### src/rtl/axi_lite_arbiter.sv
// Purpose : shares one AXI-Lite slave port between two AXI-Lite masters, one transaction at a time.
// Latency : one cycle from a request being seen in IDLE to forwarding; at least one IDLE cycle between transactions.
// Backpr. : slave readies pass to the owning master only; the other master sees no ready and keeps its request pending.
//
// Ports:
//   aclk, arst_n            clock, synchronous active-low reset
//   m_AW*/m_W*/m_AR*        per-master request channels (index 0 = M0, index 1 = M1)
//   m_B*/m_R*               per-master response channels
//   s_AW*/s_W*/s_AR*        shared slave request channels
//   s_B*/s_R*               shared slave response channels
//   grant                   one-hot owner of the slave port, 0 when idle
//   busy                    high whenever a transaction is in progress
module axi_lite_arbiter #(
  parameter int ADDR_W = 64,
  parameter int DATA_W = 64,
  parameter int ID_W   = 4
) (
  input  logic                        aclk,
  input  logic                        arst_n,

  // master write-address channels
  input  logic [1:0]                  m_AWValid,
  input  logic [1:0][ADDR_W-1:0]      m_AWAddr,
  input  logic [1:0][ID_W-1:0]        m_AWID,
  input  logic [1:0][2:0]             m_AWProt,
  output logic [1:0]                  m_AWReady,

  // master write-data channels
  input  logic [1:0]                  m_WValid,
  input  logic [1:0][DATA_W-1:0]      m_WData,
  input  logic [1:0][DATA_W/8-1:0]    m_WStrb,
  output logic [1:0]                  m_WReady,

  // master write-response channels
  output logic [1:0]                  m_BValid,
  output logic [1:0][ID_W-1:0]        m_BID,
  output logic [1:0][1:0]             m_BResp,
  input  logic [1:0]                  m_BReady,

  // master read-address channels
  input  logic [1:0]                  m_ARValid,
  input  logic [1:0][ADDR_W-1:0]      m_ARAddr,
  input  logic [1:0][ID_W-1:0]        m_ARID,
  input  logic [1:0][2:0]             m_ARProt,
  output logic [1:0]                  m_ARReady,

  // master read-data channels
  output logic [1:0]                  m_RValid,
  output logic [1:0][DATA_W-1:0]      m_RData,
  output logic [1:0][ID_W-1:0]        m_RID,
  output logic [1:0][1:0]             m_RResp,
  input  logic [1:0]                  m_RReady,

  // slave write-address channel
  output logic                        s_AWValid,
  output logic [ADDR_W-1:0]           s_AWAddr,
  output logic [ID_W-1:0]             s_AWID,
  output logic [2:0]                  s_AWProt,
  input  logic                        s_AWReady,

  // slave write-data channel
  output logic                        s_WValid,
  output logic [DATA_W-1:0]           s_WData,
  output logic [DATA_W/8-1:0]         s_WStrb,
  input  logic                        s_WReady,

  // slave write-response channel
  input  logic                        s_BValid,
  input  logic [ID_W-1:0]             s_BID,
  input  logic [1:0]                  s_BResp,
  output logic                        s_BReady,

  // slave read-address channel
  output logic                        s_ARValid,
  output logic [ADDR_W-1:0]           s_ARAddr,
  output logic [ID_W-1:0]             s_ARID,
  output logic [2:0]                  s_ARProt,
  input  logic                        s_ARReady,

  // slave read-data channel
  input  logic                        s_RValid,
  input  logic [DATA_W-1:0]           s_RData,
  input  logic [ID_W-1:0]             s_RID,
  input  logic [1:0]                  s_RResp,
  output logic                        s_RReady,

  // status
  output logic [1:0]                  grant,
  output logic                        busy
);

  typedef enum logic [2:0] {
    IDLE    = 3'd0,
    WR_REQ  = 3'd1,
    WR_RESP = 3'd2,
    RD_REQ  = 3'd3,
    RD_RESP = 3'd4
  } state_e;

  state_e     state_q, state_d;
  logic [1:0] grant_q, grant_d;
  logic       rr_ptr_q, rr_ptr_d;     // master preferred when both request
  logic       aw_done_q, aw_done_d;   // AW accepted by the slave for this write
  logic       w_done_q, w_done_d;     // W accepted by the slave for this write

  logic [1:0] req;
  logic       gidx;                   // index of the granted master
  logic       pick;
  logic       aw_hs, w_hs, b_hs, ar_hs, r_hs;

  assign req  = m_AWValid | m_ARValid;
  assign gidx = grant_q[1];

  // Handshakes are evaluated on the slave side; the gated valids/readies
  // below guarantee they only fire in the matching state.
  assign aw_hs = s_AWValid & s_AWReady;
  assign w_hs  = s_WValid  & s_WReady;
  assign b_hs  = s_BValid  & s_BReady;
  assign ar_hs = s_ARValid & s_ARReady;
  assign r_hs  = s_RValid  & s_RReady;

  // ---------------------------------------------------------------------------
  // State register
  // ---------------------------------------------------------------------------
  always_ff @(posedge aclk) begin
    if (!arst_n) begin
      state_q   <= IDLE;
      grant_q   <= 2'b00;
      rr_ptr_q  <= 1'b0;
      aw_done_q <= 1'b0;
      w_done_q  <= 1'b0;
    end else begin
      state_q   <= state_d;
      grant_q   <= grant_d;
      rr_ptr_q  <= rr_ptr_d;
      aw_done_q <= aw_done_d;
      w_done_q  <= w_done_d;
    end
  end

  // ---------------------------------------------------------------------------
  // Next-state logic
  // ---------------------------------------------------------------------------
  always_comb begin
    state_d   = state_q;
    grant_d   = grant_q;
    rr_ptr_d  = rr_ptr_q;
    aw_done_d = aw_done_q;
    w_done_d  = w_done_q;
    pick      = 1'b0;

    unique case (state_q)
      IDLE: begin
        if (|req) begin
          // Contention resolved by the round-robin pointer; a lone requester
          // is always taken.
          pick    = (req == 2'b11) ? rr_ptr_q : req[1];
          grant_d = pick ? 2'b10 : 2'b01;
          // Write wins over read inside the chosen master.
          state_d = m_AWValid[pick] ? WR_REQ : RD_REQ;
        end
      end

      WR_REQ: begin
        // AW and W may complete in any order or together; leave as soon as
        // both are accepted so WR_RESP follows the last handshake directly.
        if ((aw_done_q | aw_hs) && (w_done_q | w_hs)) begin
          state_d   = WR_RESP;
          aw_done_d = 1'b0;
          w_done_d  = 1'b0;
        end else begin
          aw_done_d = aw_done_q | aw_hs;
          w_done_d  = w_done_q  | w_hs;
        end
      end

      WR_RESP: begin
        if (b_hs) begin
          state_d  = IDLE;
          grant_d  = 2'b00;
          rr_ptr_d = ~gidx;
        end
      end

      RD_REQ: begin
        if (ar_hs) begin
          state_d = RD_RESP;
        end
      end

      RD_RESP: begin
        if (r_hs) begin
          state_d  = IDLE;
          grant_d  = 2'b00;
          rr_ptr_d = ~gidx;
        end
      end

      default: begin
        state_d  = IDLE;
        grant_d  = 2'b00;
      end
    endcase
  end

  // ---------------------------------------------------------------------------
  // Output logic
  // Payload fields are steered unconditionally; only valids and readies are
  // gated by state and ownership. Slave-side valids depend only on state and
  // master valids, never on any master ready.
  // ---------------------------------------------------------------------------
  always_comb begin
    s_AWAddr  = m_AWAddr[gidx];
    s_AWID    = m_AWID[gidx];
    s_AWProt  = m_AWProt[gidx];
    s_WData   = m_WData[gidx];
    s_WStrb   = m_WStrb[gidx];
    s_ARAddr  = m_ARAddr[gidx];
    s_ARID    = m_ARID[gidx];
    s_ARProt  = m_ARProt[gidx];

    for (int i = 0; i < 2; i++) begin
      m_BID[i]   = s_BID;
      m_BResp[i] = s_BResp;
      m_RData[i] = s_RData;
      m_RID[i]   = s_RID;
      m_RResp[i] = s_RResp;
    end

    s_AWValid = 1'b0;
    s_WValid  = 1'b0;
    s_ARValid = 1'b0;
    s_BReady  = 1'b0;
    s_RReady  = 1'b0;
    m_AWReady = 2'b00;
    m_WReady  = 2'b00;
    m_ARReady = 2'b00;
    m_BValid  = 2'b00;
    m_RValid  = 2'b00;

    unique case (state_q)
      WR_REQ: begin
        // A channel that has already handshaken is hidden from both sides so
        // the slave never sees a second beat.
        s_AWValid       = m_AWValid[gidx] & ~aw_done_q;
        s_WValid        = m_WValid[gidx]  & ~w_done_q;
        m_AWReady[gidx] = s_AWReady & ~aw_done_q;
        m_WReady[gidx]  = s_WReady  & ~w_done_q;
      end
      WR_RESP: begin
        m_BValid[gidx] = s_BValid;
        s_BReady       = m_BReady[gidx];
      end
      RD_REQ: begin
        s_ARValid       = m_ARValid[gidx];
        m_ARReady[gidx] = s_ARReady;
      end
      RD_RESP: begin
        m_RValid[gidx] = s_RValid;
        s_RReady       = m_RReady[gidx];
      end
      default: begin
      end
    endcase
  end

  assign grant = grant_q;
  assign busy  = (state_q != IDLE);

endmodule

### config.mk
export PLATFORM = sky130hd
export DESIGN_NAME = axi_lite_arbiter
export DESIGN_NICKNAME = d
export VERILOG_FILES = /design/src/rtl/axi_lite_arbiter.sv
export SDC_FILE = /design/constraint.sdc
export NUM_CORES = 1
export LEC_CHECK = 0
export ABC_AREA = 1
export ABC_CLOCK_PERIOD_IN_PS = 1500
export CAP_MARGIN = 20
export CORE_AREA = 2 2 353 355
export DETAILED_ROUTE_END_ITERATION = 12
export DIE_AREA = 0 0 355 357
export HOLD_SLACK_MARGIN = 0.08
export PLACE_DENSITY = 0.32
export SLEW_MARGIN = 30
export SYNTH_ARGS = -nofsm -noshare
export SYNTH_HDL_FRONTEND = slang
export SYNTH_SLANG_ARGS = --single-unit
### constraint.sdc
create_clock -name aclk -period 1.5 [get_ports aclk]
set_input_delay 0.225 -clock aclk [delete_from_list [all_inputs] [get_ports aclk]]
set_output_delay 0.225 -clock aclk [all_outputs]
set_load 0.1 [all_outputs]
==> results.json <==
{
  "die_w_um": 355,
  "syn-num-nets": 1482,
  "crit_top_cell": "buf_12",
  "cp_data_required_time_ns": 1.27,
  "final_area_um2": 21400,
  "wl_per_cell_um": 15.86,
  "grt_max_degree": 37,
  "clk_latency_ns": 0.24,
  "place_hpwl_um": 41660,
  "cap_violations": 0,
  "peakVddDrop_v": 0.0006322,
  "path_class": "reg -> out",
  "yosys.area_share.simple_pct": 61.29,
  "layout-drive-gt1-share_pct": 62.06,
  "min_period_ns": 1.808,
  "drt_wl_total_um": 50890,
  "antenna_left": 0,
  "antenna_found_initial": 3,
  "clk_path_buf_depth": 2,
  "synth_top_family_by_area": "simple AND/OR/NAND/NOR gates",
  "post_dp_cell_area_um2": 19110,
  "port_buffers": 676,
  "outcome": "finished with violations",
  "netlist_instances": 961,
  "worstHoldPathType": "in -> out",
  "dieArea_um2": 126700,
  "fill_cells": 13640,
  "ys_warn_count": 0,
  "cts.clk_slew.worst_paths_ns": 0.04,
  "ys_dominant_reg_cell": "dfxtp_1",
  "timing.final.crit_share_pct": 120.5,
  "total_power_mw": 27.59,
  "p_leak_nw": 8.151,
  "grt_usage_pct": 7.022,
  "critPathMaxStageDelay_ns": 0.39,
  "htreeDepth": 1,
  "worst_pin_slew_ns": 0.2658,
  "yosysUniqueCellTypes": 23,
  "final_nets": 2093,
  "relSlewSlack_pct": 82.22,
  "vias": 8224,
  "drt_first_pass_iters": 4,
  "cts_sinks": 8,
  "cts_buffers": 3,
  "power_density_nw_per_um2": 1289,
  "cp.arrival_ns": 1.58,
  "synth_seq_cells": 8,
  "yosys.area_share.adder_pct": 0,
  "fmax_mhz": 553.1,
  "synth_area_um2": 4434,
  "grt_pass1_vias": 8823,
  "synthXorXnorAreaFrac_pct": 0,
  "rsz0062_at_grt": "yes",
  "holdWs_ns": 0.4500,
  "violations": "setup timing",
  "crit_chain": "buf_12, clkinv_16, buf_6, clkbuf_16, nand2_4, nand2_8, buf_12",
  "clockRootBuffer": "clkbuf_16",
  "antenna_cells": 0,
  "synth-edff-count": 0,
  "fin_worst_skew_ns": 0.0009723,
  "multi_input_area_um2": 7971,
  "layout_setup_ws_ns": -0.3080,
  "gp_congestion": 0.7997,
  "grt.overflow.total": 0,
  "muxShareOfSynthArea_pct": 0,
  "via_per_inst": 2.564,
  "finalHoldViolCount": 0,
  "syn_to_final_growth_pct": 382.6,
  "initial_core_util_pct": 3.605,
  "async_flop_share_pct": 0,
  "drt_iter0_drc": 254,
  "tns_ns": -55.35,
  "crit_path_max_fanout": 7,
  "cts_tree": "built",
  "pin_count": 905,
  "synth_compound_area_share_pct": 2.116,
  "avgSynthCellArea_um2": 4.614,
  "worstSetupStartpointType": "flip-flop",
  "register_area_um2": 172.7,
  "setup_violations": 235,
  "fin_util_pct": 17.40,
  "core.rowCount": 129,
  "die_h_um": 357,
  "crit_path_end_kind": "output pin",
  "coreArea_um2": 123000,
  "slew_violations": 0,
  "drc_errors": 0,
  "grt_pass1_wl_um": 64900,
  "cp_slowest_cell": "dfxtp_4",
  "seq_area_frac_synth_pct": 3.612
}
-- cells in the final DEF, fill, tap and decap left out, types with 2 or more instances in the layout --
cell type	count
o21ai_0	3
nand3_1	4
inv_4	2
nand2_1	104
buf_8	7
nand2_2	260
nand2_4	81
nor2_4	5
nor2_1	9
buf_16	15
o21ai_4	2
nand3_2	2
nand2_8	225
nor3_4	14
inv_1	20
inv_2	4
buf_4	52
dfxtp_4	3
buf_6	24
dfxtp_1	4
buf_12	251
a21oi_1	5
clkinv_8	2
a21oi_2	2
clkbuf_16	14
nand3_4	2
o21ai_2	2
clkdlybuf4s50_1	444
-- sequential cells by signal, indices dropped and copies added (netlist names) --
register   flops
state_q        3
grant          2
aw_done_q      1
rr_ptr_q       1
w_done_q       1
-- worst paths after layout --
check	startpoint	end	slack, ns	cells after the start
worst max-delay path	grant[1]	s_WData[57]	-0.31	7
worst min-delay path	s_RData[29]	m_RData[29]	0.45	0
worst max register to register	grant[1]	state_q[0]	-0.13	11
worst min register to register	rr_ptr_q	rr_ptr_q	0.46	2
-- metal layers --
metal,GRT usage (%),routed length [um],share of wire [%]
met5,0,13,0.026
met4,1.347,848,1.7
met3,1.439,3066,6.0
met2,13.08,27250,54
met1,8.253,19720,39
-- area by class of cell --
type	instances	area share [%]
Sequential cell	8	0.8068
Timing Repair inverter	3	0.1929
Multi-Input combinational cell	724	37.25
Tap cell	1637	9.571
Clock buffer	4	0.3683
Inverter	27	0.6197
Timing Repair Buffer	805	51.19
-- metrics by stage --
| step | worst slack [ns] | instances |
|---|---|---|
| 6_report | -0.3080 | 3208 |
| 5_1_grt | -0.3730 | 3208 |
| 4_1_cts | -0.3493 | 3176 |
| 3_5_place_dp | -0.2356 | 3149 |
| 3_3_place_gp | -0.2359 | 3149 |
| 2_1_floorplan | -0.5139 | 961 |
-- worst max-delay path, delay by kind of cell (launching register included) --
kind | cells | cell delay, ns
buf+inv | 5 | 0.78
flops | 1 | 0.39
simple gates | 2 | 0.15
-- power breakdown --
group / internal [mW] / switching (mW)
clock network: 0.356 / 0.126
registers: 0.285 / 0.0919
logic: 10.2 / 16.5
-- synth_stat cells, types with 2 or more instances --
cell type	instances	area [um^2]
clkbuf_1	29	108.9
buf_2	17	85.08
nor2_1	13	48.80
inv_1	22	82.58
nor3_1	14	70.07
nand2_1	668	2507
a21oi_1	6	30.03
nand3_2	2	20.02
nand2_2	2	12.51
o21ai_0	4	20.02
dfxtp_1	8	160.2
inv_2	5	18.77
buf_1	2	7.510
buf_4	153	1149
nand3_1	6	30.03
o21ai_1	3	15.01
-- cell families (layout without fill, tap and decap cells) --
family,after synthesis,count (layout)
AO/OA/AOI/OAI,16,16
buffers and inverters,229,839
flip-flops,8,8
AND/OR/NAND/NOR,708,708
-- timing repair --
item / in CTS / in global routing
pin swaps: 2 / 14
setup buffers: 15 / 24
hold buffers: 0 / 0
gates resized for setup: 104 / 291
cloned: 8 / 13
endpoints found under the setup margin: 236 / 239
No activity file was read; power rests on OpenSTA's default activity.
